--- src/rtl/frase_pkg.sv ---
// Shared types and constants for the phrase-RAM line reader.
package frase_pkg;

    localparam int unsigned DEPTH     = 65;
    localparam int unsigned CNT_W     = 7;
    localparam logic [7:0]  FILL_CHAR = 8'h20;

    typedef logic [7:0] char_t;

    typedef enum logic [1:0] {
        IDLE,
        FETCH,
        DRAIN,
        DONE
    } state_t;

endpackage

--- src/rtl/frase_reader_if.sv ---
// Request, RAM read port and renderer port of the phrase reader, bundled as one bus.
interface frase_reader_if #(
    parameter int unsigned ADDR_W = 8,
    parameter int unsigned DATA_W = 8,
    parameter int unsigned CNT_W  = 7
);
    logic              start;
    logic [ADDR_W-1:0] base_addr;
    logic [CNT_W-1:0]  len;
    logic [ADDR_W-1:0] ram_addr;
    logic [DATA_W-1:0] ram_q;
    logic              busy;
    logic              done;
    logic [CNT_W-1:0]  count;
    logic [CNT_W-1:0]  char_idx;
    logic [DATA_W-1:0] char_out;

    modport master (
        output start, base_addr, len, ram_q, char_idx,
        input  ram_addr, busy, done, count, char_out
    );

    modport slave (
        input  start, base_addr, len, ram_q, char_idx,
        output ram_addr, busy, done, count, char_out
    );
endinterface

--- src/rtl/frase_line_buf.sv ---
// Character line buffer: append-only write port with valid count and a
// registered, fill-padded read port for the renderer.
module frase_line_buf #(
    parameter int unsigned       DEPTH     = 65,
    parameter int unsigned       DATA_W    = 8,
    parameter int unsigned       CNT_W     = 7,
    parameter logic [DATA_W-1:0] FILL_CHAR = 8'h20
) (
    input  logic              clock,
    input  logic              reset_n,
    input  logic              clear_i,
    input  logic              we_i,
    input  logic [DATA_W-1:0] wdata_i,
    input  logic [CNT_W-1:0]  rd_idx_i,
    output logic [CNT_W-1:0]  count_o,
    output logic [DATA_W-1:0] rdata_o
);

    logic [DATA_W-1:0] mem_q [DEPTH];
    logic [CNT_W-1:0]  count_q;
    logic [DATA_W-1:0] rdata_q;

    always_ff @(posedge clock or negedge reset_n) begin
        if (!reset_n) begin
            for (int i = 0; i < int'(DEPTH); i++) begin
                mem_q[i] <= FILL_CHAR;
            end
            count_q <= '0;
            rdata_q <= FILL_CHAR;
        end else begin
            // Clearing the count invalidates every entry without touching the array.
            if (clear_i) begin
                count_q <= '0;
            end else if (we_i && (count_q < CNT_W'(DEPTH))) begin
                mem_q[count_q] <= wdata_i;
                count_q        <= count_q + CNT_W'(1);
            end
            rdata_q <= (rd_idx_i < count_q) ? mem_q[rd_idx_i] : FILL_CHAR;
        end
    end

    assign count_o = count_q;
    assign rdata_o = rdata_q;

endmodule

--- src/rtl/frase_reader.sv ---
// Phrase RAM reader: streams a window of RAM bytes into a line buffer on request.
// Build option FRASE_NUL_STOP_EN: a captured 8'h00 terminates the fetch early.
module frase_reader #(
    parameter int unsigned       ADDR_W    = 8,
    parameter int unsigned       DATA_W    = 8,
    parameter int unsigned       READ_LAT  = 1,
    parameter int unsigned       DEPTH     = frase_pkg::DEPTH,
    parameter logic [DATA_W-1:0] FILL_CHAR = DATA_W'(frase_pkg::FILL_CHAR)
) (
    input  logic          clock,
    input  logic          reset_n,
    frase_reader_if.slave bus
);
    import frase_pkg::*;

    localparam int unsigned       PIPE_W    = (READ_LAT == 0) ? 1 : READ_LAT;
    // Pipeline stages that still hold a read after the oldest one is captured.
    localparam logic [PIPE_W-1:0] KEEP_MASK =
        (READ_LAT > 1) ? PIPE_W'((1 << (READ_LAT - 1)) - 1) : '0;

    state_t            state_q, state_d;
    logic [CNT_W-1:0]  len_q, len_d;
    logic [CNT_W-1:0]  issue_q, issue_d;
    logic [ADDR_W-1:0] addr_q, addr_d;
    logic [PIPE_W-1:0] pipe_q, pipe_d;
    logic              busy_q, busy_d;
    logic              done_q, done_d;

    logic [CNT_W-1:0]  len_clamp;
    logic              accept, issue_v, issue_last, cap_v, in_flight, nul_hit, buf_we;

    always_comb begin
        len_clamp  = (bus.len > CNT_W'(DEPTH)) ? CNT_W'(DEPTH) : bus.len;
        accept     = (state_q == IDLE) && bus.start;
        issue_v    = (state_q == FETCH);
        issue_last = issue_v && (issue_q == len_q - CNT_W'(1));
        cap_v      = (READ_LAT == 0) ? issue_v : pipe_q[PIPE_W-1];
        in_flight  = |(pipe_q & KEEP_MASK);
    end

`ifdef FRASE_NUL_STOP_EN
    assign nul_hit = cap_v && (bus.ram_q == '0);
`else
    assign nul_hit = 1'b0;
`endif

    assign buf_we = cap_v && !nul_hit;

    always_ff @(posedge clock or negedge reset_n) begin
        if (!reset_n) begin
            state_q <= IDLE;
        end else begin
            state_q <= state_d;
        end
    end

    always_comb begin
        state_d = state_q;
        case (state_q)
            IDLE:    if (bus.start) state_d = (len_clamp == '0) ? DONE : FETCH;
            FETCH:   if (issue_last) state_d = (READ_LAT == 0) ? DONE : DRAIN;
            DRAIN:   if (!in_flight) state_d = DONE;
            DONE:    state_d = IDLE;
            default: state_d = IDLE;
        endcase
        if (nul_hit) state_d = DONE;
    end

    always_comb begin
        len_d   = len_q;
        issue_d = issue_q;
        addr_d  = addr_q;
        pipe_d  = PIPE_W'({pipe_q, issue_v});
        busy_d  = (state_d == FETCH) || (state_d == DRAIN);
        done_d  = (state_d == DONE);
        if (accept) begin
            len_d   = len_clamp;
            issue_d = '0;
            if (len_clamp != '0) addr_d = bus.base_addr;
        end else if (issue_v && !issue_last && !nul_hit) begin
            issue_d = issue_q + CNT_W'(1);
            addr_d  = addr_q + ADDR_W'(1);
        end
        // Early termination drops every read still in flight.
        if (nul_hit) pipe_d = '0;
    end

    always_ff @(posedge clock or negedge reset_n) begin
        if (!reset_n) begin
            len_q   <= '0;
            issue_q <= '0;
            addr_q  <= '0;
            pipe_q  <= '0;
            busy_q  <= 1'b0;
            done_q  <= 1'b0;
        end else begin
            len_q   <= len_d;
            issue_q <= issue_d;
            addr_q  <= addr_d;
            pipe_q  <= pipe_d;
            busy_q  <= busy_d;
            done_q  <= done_d;
        end
    end

    assign bus.ram_addr = addr_q;
    assign bus.busy     = busy_q;
    assign bus.done     = done_q;

    frase_line_buf #(
        .DEPTH     (DEPTH),
        .DATA_W    (DATA_W),
        .CNT_W     (CNT_W),
        .FILL_CHAR (FILL_CHAR)
    ) u_line_buf (
        .clock    (clock),
        .reset_n  (reset_n),
        .clear_i  (accept),
        .we_i     (buf_we),
        .wdata_i  (bus.ram_q),
        .rd_idx_i (bus.char_idx),
        .count_o  (bus.count),
        .rdata_o  (bus.char_out)
    );

endmodule

--- src/flat_wrapper.sv ---
// flat-port wrapper written by rule: the top's interface ports become plain ports
module frase_reader_flat import frase_pkg::*;
#(
    parameter int unsigned       ADDR_W    = 8,
    parameter int unsigned       DATA_W    = 8,
    parameter int unsigned       READ_LAT  = 1,
    parameter int unsigned       DEPTH     = frase_pkg::DEPTH,
    parameter logic [DATA_W-1:0] FILL_CHAR = DATA_W'(frase_pkg::FILL_CHAR)
)
  (clock, reset_n, bus_start, bus_base_addr, bus_len, bus_ram_q, bus_char_idx, bus_ram_addr, bus_busy, bus_done, bus_count, bus_char_out);
  frase_reader_if #(.ADDR_W(ADDR_W), .DATA_W(DATA_W)) bus_i ();
  input  logic clock;
  input  logic reset_n;
  input wire logic [$bits(bus_i.start)-1:0] bus_start;
  input wire logic [$bits(bus_i.base_addr)-1:0] bus_base_addr;
  input wire logic [$bits(bus_i.len)-1:0] bus_len;
  input wire logic [$bits(bus_i.ram_q)-1:0] bus_ram_q;
  input wire logic [$bits(bus_i.char_idx)-1:0] bus_char_idx;
  output wire logic [$bits(bus_i.ram_addr)-1:0] bus_ram_addr;
  output wire logic [$bits(bus_i.busy)-1:0] bus_busy;
  output wire logic [$bits(bus_i.done)-1:0] bus_done;
  output wire logic [$bits(bus_i.count)-1:0] bus_count;
  output wire logic [$bits(bus_i.char_out)-1:0] bus_char_out;
  assign bus_i.start = bus_start;
  assign bus_i.base_addr = bus_base_addr;
  assign bus_i.len = bus_len;
  assign bus_i.ram_q = bus_ram_q;
  assign bus_i.char_idx = bus_char_idx;
  assign bus_ram_addr = bus_i.ram_addr;
  assign bus_busy = bus_i.busy;
  assign bus_done = bus_i.done;
  assign bus_count = bus_i.count;
  assign bus_char_out = bus_i.char_out;
  frase_reader #(.ADDR_W(ADDR_W), .DATA_W(DATA_W), .READ_LAT(READ_LAT), .DEPTH(DEPTH), .FILL_CHAR(FILL_CHAR)) u_core (.clock(clock), .reset_n(reset_n), .bus(bus_i));
endmodule
--- config.mk ---
export PLATFORM = sky130hd
export DESIGN_NAME = frase_reader_flat
export DESIGN_NICKNAME = d
export VERILOG_FILES = /design/src/rtl/frase_pkg.sv /design/src/rtl/frase_reader_if.sv /design/src/rtl/frase_line_buf.sv /design/src/rtl/frase_reader.sv /design/src/flat_wrapper.sv
export SDC_FILE = /design/constraint.sdc
export NUM_CORES = 1
export LEC_CHECK = 0
export BUFFER_PORTS_ARGS = -buffer_cell sky130_fd_sc_hd__buf_2
export CORE_ASPECT_RATIO = 2
export CORE_MARGIN = 2
export CORE_UTILIZATION = 61
export DETAILED_ROUTE_END_ITERATION = 12
export GPL_TIMING_DRIVEN = 0
export PLACE_DENSITY_LB_ADDON = 0.25
export SYNTH_ARGS = -nofsm -noshare
export SYNTH_HDL_FRONTEND = slang
export SYNTH_HIERARCHICAL = 1
export SYNTH_SLANG_ARGS = --single-unit
export TNS_END_PERCENT = 30
--- constraint.sdc ---
create_clock -name clock -period 3.49 [get_ports clock]
set_clock_uncertainty 0.1 [all_clocks]
set_input_delay 0.1745 -clock clock [delete_from_list [all_inputs] [get_ports clock]]
set_output_delay 0.1745 -clock clock [all_outputs]
set_load 0.05 [all_outputs]
# Word-level counts from Yosys, hierarchy flattened
# Cells that the tools add are included.
# op_classes
n_addsub	4
multipliers	0
div_mod_pow	0
order_cmp	6
eq_ne	8
n_shift	0
n_mux	19
bitwise_logic	3
reduce_logical	14
# ops
op	count
520-bit bitwise mux	1
8-bit binary-select mux with 7-bit select	1
8-bit demux with 7-bit select	1
8-bit two-way mux	7
7-bit two-way mux	5
8-bit >= comparator, second input constant	2
7-bit NOT with 8-bit output	2
7-bit by 1-bit adder with 7-bit output, second input constant	2
8-bit by 1-bit adder with 8-bit output, second input constant	1
2-bit equality test, second input constant	4
8-bit by 1-bit < comparator with 1-bit output, second input constant	1
2-bit case mux with 4 select lines	1
7-bit equality test	1
7-bit greater-than comparator, second input constant	1
7-bit zero test	1
7-bit < comparator	1
7-bit < comparator, second input constant	1
7-bit nonzero test	1
7-bit by 1-bit subtractor with 7-bit output, second input constant	1
2-bit two-way mux	3
1-bit logical AND	5
2-bit by 1-bit equality test with 1-bit output, second input constant	2
2-bit AND reduction	2
2-bit nonzero test	2
5 further kinds	5
# totals
ff_bits	562
latch_bits	0
ram_bits	0
rom_bits	0
input_bits	33
out_inout_bits	25
memories	0

# Logic depth before layout (Yosys ltp)
# Gate-level depths: netlist of run 1.
# logic_depth
ltp_word	8
depth_mapped	11
depth_no_buf	9

# By module
# Netlist of run 1, hierarchy kept.
# modules_own_cells
mod	n_inst	cells_each	area_per_inst_um2
frase_line_buf	1	1661	24770.0
frase_reader	1	159	1503.9

# Worst setup path before layout of run 1
# No wires, ideal clock.
# synth_timing
path_type	register -> register
start	register u_core.state_q[0]
end	register u_core/u_line_buf/mem_q[144] in the netlist's numbering
setup_ns	0.125
t_arrival_ns	2.575
required_ns	3.265
setup_slack_ns	0.690
path_stages_with_launch	11
n_path_buf	2
cell_sequence	dfrtp_1 nor2_1 nand2_1 clkinv_1 nand2b_1 or2_1 buf_6 or4_4 buf_6 nor3_4 mux2_2
# synth_via
elab_chain_len	4
# synth_lines
item	line_no	rtl
from (decl)	frase_reader.sv:21	state_t state_q, state_d;
from (signal assigned)	frase_reader.sv:53	state_q <= state_d;
2-bit zero test	frase_reader.sv:34	accept = (state_q == IDLE) && bus.start;
1-bit logical AND	frase_reader.sv:34	
named net u_core.accept	frase_reader.sv:30	logic accept, issue_v, issue_last, cap_v, in_flight, nul_hit, buf_we;
1-bit NOT (no source line)	-	
2-bit AND reduction (no source line)	-	
to (signal, indexed assignment)	frase_line_buf.sv:35	mem_q[count_q] <= wdata_i;
to (decl)	frase_line_buf.sv:19	logic [DATA_W-1:0] mem_q [DEPTH];
# The timed path passes the listed nets, and every way through them passes these cells.
# A chain may end at the register's enable or synchronous reset.

# Worst setup path after layout of run 1
# layout_timing
start	input port bus_char_idx[2]
end	register u_core.u_line_buf.rdata_q[7] (netlist: u_core/u_line_buf/rdata_o[7])
# layout_via
elab_chain_len	5
elab_cells_between_ends	6
cone_classes	order compare (1); mux (4); bitwise (1)
# layout_lines
item	line_no	rtl
from (decl)	flat_wrapper.sv:18	input wire logic [$bits(bus_i.char_idx)-1:0] bus_char_idx;
7-bit NOT with 8-bit output (implied by the code)	frase_line_buf.sv:38	rdata_q <= (rd_idx_i < count_q) ? mem_q[rd_idx_i] : FILL_CHAR;
8-bit binary-select mux with 7-bit select	frase_line_buf.sv:38	
8-bit two-way mux (implied by the code) (2 in series)	frase_line_buf.sv:38	
8-bit two-way mux (*)	frase_line_buf.sv:38	
to (signal assigned)	frase_line_buf.sv:38	
to (decl)	frase_line_buf.sv:21	logic [DATA_W-1:0] rdata_q;
# Mark *: on every way between the ends. The rest lies on a longest branch, timed or not. The select of a mux whose other input is x is not followed.

==> results.tsv, run 1 <==
metric	value	unit
Req. time, crit path	3910	ps
Initial Utilization	0.617	
crit path DAT	4100	ps
worst rel slew slack	0.0612	
nature of the critical path endpoint	flop	
FMAX	271	MHz
Area growth syn-to-layout	11.7	%
die outline area	44800	um^2
Min-Delay Startpoint	bus_start	
nature of the critical path startpoint	primary input	
Synth cell types	68	
Worst-Skew Late Latency	580	ps
initial antenna violation count	2	
drt first pass iters	5	
largest net degree at the start of global routing	128	
worst hold endpoint	u_core/u_line_buf/count_o[4]	
Routed Antenna Nets	0	
grt ovf	0	
asr flop ratio synth	1.00	
P_leak	13.5	nW
Vias/cell	6.86	
Clock Sinks	562	
GP Congestion	0.997	
post-synthesis area per instance	14.4	um^2
Post-synth top cells	mux2_2 (524), dfrtp_1 (496), mux4_2 (113), nand2_1 (102), clkbuf_1 (73)	
final setup fails	2	
Mapped Area	26300	um^2
Tot Pwr	0.0207	W
final hold viol count	0	
post-synth top area share	0.472	
Syn Nets	1864	
register-to-register path setup slack	40	ps
CTS Root Cell	clkbuf_16	
pwr dens	705	nW/um^2
R2R depth	4	
routed vias	17401	
register area share after synthesis	0.538	
area leader, netlist	dfrtp_1	
CTS tree	yes	
DP Worst Slack	-497	ps
R2R Path End	u_core/u_line_buf/mem_q[511]	
max_cap viols	0	
CTS buffer count	49	
path type of the worst setup path	in2reg	
Peak VDD IR	0.000696	V
net total in the final layout	1992	
crit share post-route	1.06	
CP Launch Point	bus_char_idx[2]	
die height	298	um
Port Buf Inserts	48	
count leader, synth	mux2_2	
GRT Total Usage	0.385	
final WL	84000	um
Synth Warn #	6	
Post-synth EDFFs	0	
layout filler cell count	2956	
final slew viol count	0	
worst min path class	in2reg	
Ports	58	
fraction of layout instances using a drive strength above 1	0.461	
clk slew on worst S/H paths	70	ps
clk buf depth	3	
CTS H-tree lvls	2	
Hold Path Cell Cnt	4	
core area	42600	um^2
status	finished, violations left	
post-DP HPWL	58900	um
first-pass GRT wire length	123000	um
Area contributors post-synth	dfrtp_1 (47%), mux2_2 (22%), mux4_2 (9.7%)	
initial DRC count	1650	
number of global-route vias before repair	18795	
FF-to-FF Start	u_core/u_line_buf/count_o[6]	
routed len/inst	33.1	um
crit-path max FO	10	
top_reg_cell synth	dfrtp_1	
Core Util, Final	0.689	
failing checks	negative setup slack	
unrepaired setup endpoints after global routing	yes	
PnR worst setup slack	-196	ps
Synth Instances	1820	
row cnt	107	
Worst Tran Pin Value	1400	ps
Seq cells post-synth	562	
Period minus WS final	3690	ps
die width	151	um
# DRC	0	
==> worst max path at each step <==
| stage | endpoint | cells after the start |
|---|---|---|
| after global routing | u_core/u_line_buf/mem_q[451] | 9 |
| final | u_core/u_line_buf/rdata_o[7] | 8 |
| after CTS | u_core/u_line_buf/mem_q[14] | 8 |
| after floorplan | u_core/u_line_buf/mem_q[144] | 10 |
| after detailed placement | u_core/u_line_buf/rdata_o[2] | 8 |
| after global placement | u_core/u_line_buf/mem_q[507] | 1 |
==> through the flow <==
step                      cell area [um^2]  instances  hold WS [ps]  setup TNS [ps]
after floorplan                      26300       1820          -221               0
after global placement               27200       2413           343        -4649670
after detailed placement             27300       2417           131          -86990
after CTS                            29200       2530          20.0          -16520
after global routing                 29300       2534          29.8            -103
final                                29400       2536          75.1            -218
==> placed cells by master (no fill, tap or decap), types with 9 or more instances in the layout <==
cell and n:
a2111oi_0 11, a211oi_1 12, a21oi_1 24, buf_1 9
buf_2 70, buf_4 14, clkbuf_1 85, clkbuf_16 51
clkbuf_8 11, clkinv_2 9, dfrtp_1 496, dfstp_2 66
dlygate4sd3_1 21, ha_1 11, inv_1 13, mux2_2 524
mux2i_1 49, mux4_2 113, nand2_1 102, nand2b_1 11
nand3_1 17, nor2_1 35, nor2_2 9, nor2b_1 11
nor3_1 15, o21ai_0 29, o22ai_1 19
==> logic make-up after synthesis <==
| family | Yosys count | synth area share |
|---|---|---|
| muxes | 686 | 0.340 |
| DFF | 562 | 0.538 |
| and+or+nand+nor | 269 | 0.0518 |
| AOI/OAI and AO/OA | 145 | 0.0374 |
| buffers and inverters | 135 | 0.0231 |
| xor gates and xnor gates | 12 | 0.00400 |
| adders and majority gates | 11 | 0.00524 |
==> area by class of cell <==
type | instances | area [um^2] | share of cell area
multi-input combinational | 1123 | 11600 | 0.395
timing repair buffer | 77 | 613 | 0.0209
sequential | 562 | 14100 | 0.482
clock inverter | 17 | 200 | 0.00682
buffer | 121 | 567 | 0.0193
clock buffer | 75 | 1480 | 0.0503
tap | 545 | 682 | 0.0232
antenna | 2 | 5.00 | 0.000171
inverter | 14 | 56.3 | 0.00192
==> registers in the layout, indices dropped and copies added (netlist names) <==
name                       flops
u_core/u_line_buf/mem_q      520
u_core/bus.ram_addr            8
u_core/u_line_buf/rdata_o      8
u_core/issue_q                 7
u_core/len_q                   7
u_core/u_line_buf/count_o      7
u_core/state_q                 2
u_core/buf_we                  1
u_core/bus.busy                1
u_core/bus.done                1
==> worst max-delay path: stages <==
cell	delay, ps
buf_2	130
buf_2	280
buf_2	510
buf_2	430
buf_1	890
a211oi_1	310
a2111oi_0	1160
a211o_1	200
==> routing by layer <==
layer  track usage  wire length [um]
met1         0.427             27600
met2         0.626             41600
met3        0.0693              5370
met4         0.339              9400
met5             0                12
==> power by group <==
| group | total [W] | switching, W | internal [W] |
|---|---|---|---|
| clock network | 0.00569 | 0.00247 | 0.00323 |
| logic | 0.00557 | 0.00294 | 0.00263 |
| registers | 0.00942 | 0.00103 | 0.00840 |
| total | 0.0207 | 0.00643 | 0.0142 |
==> timing repair <==
| item | 4_1_cts | 5_1_grt |
|---|---|---|
| setup endpoints to repair | 398 | 335 |
| cloned | 0 | 0 |
| resized for setup | 7 | 19 |
| pin swaps | 0 | 0 |
| hold buffers | 21 | 0 |
| hold endpoints to repair | 99 | 0 |
| buffers inserted | 0 | 4 |
Note: power is estimated with default switching activity, not from simulation.
==> run 2, diff against run 1 <==
- SYNTH_HIERARCHICAL: 1 -> unset
==> run 2 against run 1 <==
  * The flow still finishes with violations (negative setup slack)
  * Wire length is 4.9% lower
  * Sequential share of layout area grew 0.72 points
  * Non-clock buffer count shrank 3
  * Critical path depth is the same
  * Power down 7.2%
  * Worst setup slack improved by 70 ps
  * First-iteration DRC count down 31%
  * Sequential power is 4.5% lower
==> results.tsv, run 2 <==
metric	value	unit	change
status	finished, violations left		
count leader, synth	mux2_2		
dpl cells	2391		-1.1%
Area contributors post-synth	dfrtp_1 (47%), mux2_2 (22%), mux4_2 (11%)		
register-to-register path setup slack	-130	ps	-170 ps
post-synth top area share	0.475		+0.00210
Period minus WS final	3620	ps	-70.1 ps
area leader, netlist	dfrtp_1		
Synth Warn #	0		-6
clk slew on worst S/H paths	70	ps	about the same
Initial Utilization	0.616		-0.000795
die width	150	um	-0.22%
CTS H-tree lvls	2		unchanged
worst min path class	in2reg		
complex-gate fraction of the synthesized area	0.0270		-0.0104
post-route non-filler standard cell count	2497		-1.5%
largest family of logic cells by synthesized area	multiplexers		
CTS tree	yes		
row cnt	107		unchanged
Routed Antenna Nets	0		unchanged
core area	42400	um^2	-0.31%
max FFs per register	520		unchanged
Clock Sinks	562		unchanged
CTS Root Cell	clkbuf_16		
adder-cell share of the synthesized area	0.00526		+0.0000233
first-pass GRT wire length	116000	um	-4.9%
final WL	79900	um	-4.9%
Finished Cell Area	28900	um^2	-1.5%
GP Congestion	0.975		-2.2%
FMAX	277	MHz	+1.9%
asr flop ratio synth	1.00		unchanged
Post-synth EDFFs	0		unchanged
crit-path max FO	9		-1
grt ovf	0		unchanged
drt first pass iters	6		+1
Mapped Area	26200	um^2	-0.44%
# DRC	0		unchanged
Ports	58		unchanged
nature of the critical path endpoint	flop		
Peak VDD IR	0.000381	V	-45%
crit path DAT	3970	ps	-130 ps
register area share after synthesis	0.541		+0.00240
Post-synth top cells	mux2_2 (522), dfrtp_1 (496), mux4_2 (125), clkbuf_1 (91), nand2_1 (90)		
Synth Instances	1793		-1.5%
die height	297	um	-0.22%
most frequent cells in the layout	mux2_2 (522), dfrtp_1 (496), mux4_2 (125)		
largest net degree at the start of global routing	121		-5.5%
fraction of layout instances using a drive strength above 1	0.448		-0.0133
failing checks	negative setup slack		
max_cap viols	0		unchanged
final setup fails	56		+54
Worst-Skew Late Latency	590	ps	about the same
crit share post-route	1.04		-0.0201
layout filler cell count	2981		+0.85%
final hold viol count	0		unchanged
Synth Area in XOR/XNOR	0.00469		+0.000687
Worst Tran Pin Value	1350	ps	-42.1 ps
net total in the final layout	1961		-1.6%
die outline area	44700	um^2	-0.43%
initial DRC count	1139		-31%
worst hold slack	65.8	ps	-9.31 ps
placed cell area	27200	um^2	-0.40%
clk buf depth	3		unchanged
Syn Nets	1837		-1.4%
Vias/cell	6.70		-2.3%
initial antenna violation count	0		-2
Port Buf Inserts	48		unchanged
nature of the critical path startpoint	flop		
PnR worst setup slack	-126	ps	+70.1 ps
Seq cells post-synth	562		unchanged
routed vias	16737		-3.8%
routed len/inst	32.0	um	-3.4%
Setup TNS Final	-3490	ps	-3270 ps
antenna cell count	0		-2
setup bufs post-CTS	0		unchanged
Synth cell types	57		-16%
multi-input logic area	11500	um^2	-1.2%
top_reg_cell synth	dfrtp_1		
Reg with most FFs	u_core.u_line_buf.mem_q		
post-DP HPWL	57200	um	-2.8%
Area growth syn-to-layout	10.6	%	
path type of the worst setup path	reg2reg		
post-synthesis simple-gate area fraction	0.0522		+0.000422
Core Util, Final	0.681		-0.00797
register area	14100	um^2	unchanged
final slew viol count	0		unchanged
CTS buffer count	47		-4.1%
number of global-route vias before repair	17912		-4.7%
mux cell area share after synthesis	0.349		+0.00907
P_leak	13.3	nW	-1.5%
commonest non-fill, non-tap cell in the layout	mux2_2		
post-synthesis area per instance	14.6	um^2	+1.1%
GRT Total Usage	0.366		-0.0196
unrepaired setup endpoints after global routing	yes		
Req. time, crit path	3840	ps	-70 ps
worst rel slew slack	0.0945		+0.0333
pwr dens	664	nW/um^2	-5.8%
==> run 2: metrics by stage <==
step	total power (W)	setup slack [ps]
2_1_floorplan	0.0123	646
3_3_place_gp	0.0136	-8630
3_5_place_dp	0.0139	-818
4_1_cts	0.0191	25.7
5_1_grt	0.0199	-123
6_report	0.0192	-126
==> run 2: area by class of cell <==
cell class                 instances  area share
sequential                       562       0.489
clock buffer                      71      0.0465
inverter                          12     0.00156
clock inverter                    13     0.00472
buffer                           119      0.0173
tap                              545      0.0236
timing repair buffer              76      0.0206
multi-input combinational       1099       0.397
==> run 2: layer usage <==
metal	wire length, um	GRT usage	up-vias
li1	-	-	6885
met2	40700	0.613	684
met4	8510	0.314	0
met5	0	0	-
met3	4080	0.0535	307
met1	26600	0.398	8861
==> run 2: final timing paths <==
path	start	to	cells past startpoint
min	bus_ram_q[1]	u_core.u_line_buf.mem_q[297]	2
max	u_core.state_q[0]	u_core.u_line_buf.mem_q[311]	8
min in group asynchronous	reset_n	u_core.bus.ram_addr[4]	2
max in group asynchronous	reset_n	u_core.u_line_buf.mem_q[10]	4
min reg2reg	u_core.u_line_buf.mem_q[276]	u_core.u_line_buf.mem_q[276]	1
max reg2reg	u_core.state_q[0]	u_core.u_line_buf.mem_q[311]	8
==> run 2: logic make-up after synthesis <==
| family | count (synthesis) |
|---|---|
| buffers and inverters | 132 |
| adder cells (fa/ha/maj) | 11 |
| multiplexers | 691 |
| AND/OR/NAND/NOR | 280 |
| AO/OA/AOI/OAI | 103 |
| flip-flops | 562 |
| XOR/XNOR | 14 |
==> run 2: critical path, cell delays in order (launching register included) <==
cell and delay (ps):
dfrtp_1 390, nor2_1 70, and2_1 150, clkbuf_1 260
or3_1 380, clkbuf_1 140, nor2_1 820, nand2_1 710
mux2_2 470
==> run 2: what timing repair did <==
| item | in CTS | in global routing |
|---|---|---|
| hold buffers | 23 | 0 |
| gates resized for setup | 0 | 4 |
| endpoints found under the setup margin | 5 | 124 |
| hold endpoints to repair | 125 | 0 |
==> run 2: report_power, final <==
part	switching, W	leakage, nW	internal (W)
sequential	0.000890	7.38	0.00811
combinational	0.00268	5.23	0.00228
clock	0.00241	0.730	0.00282
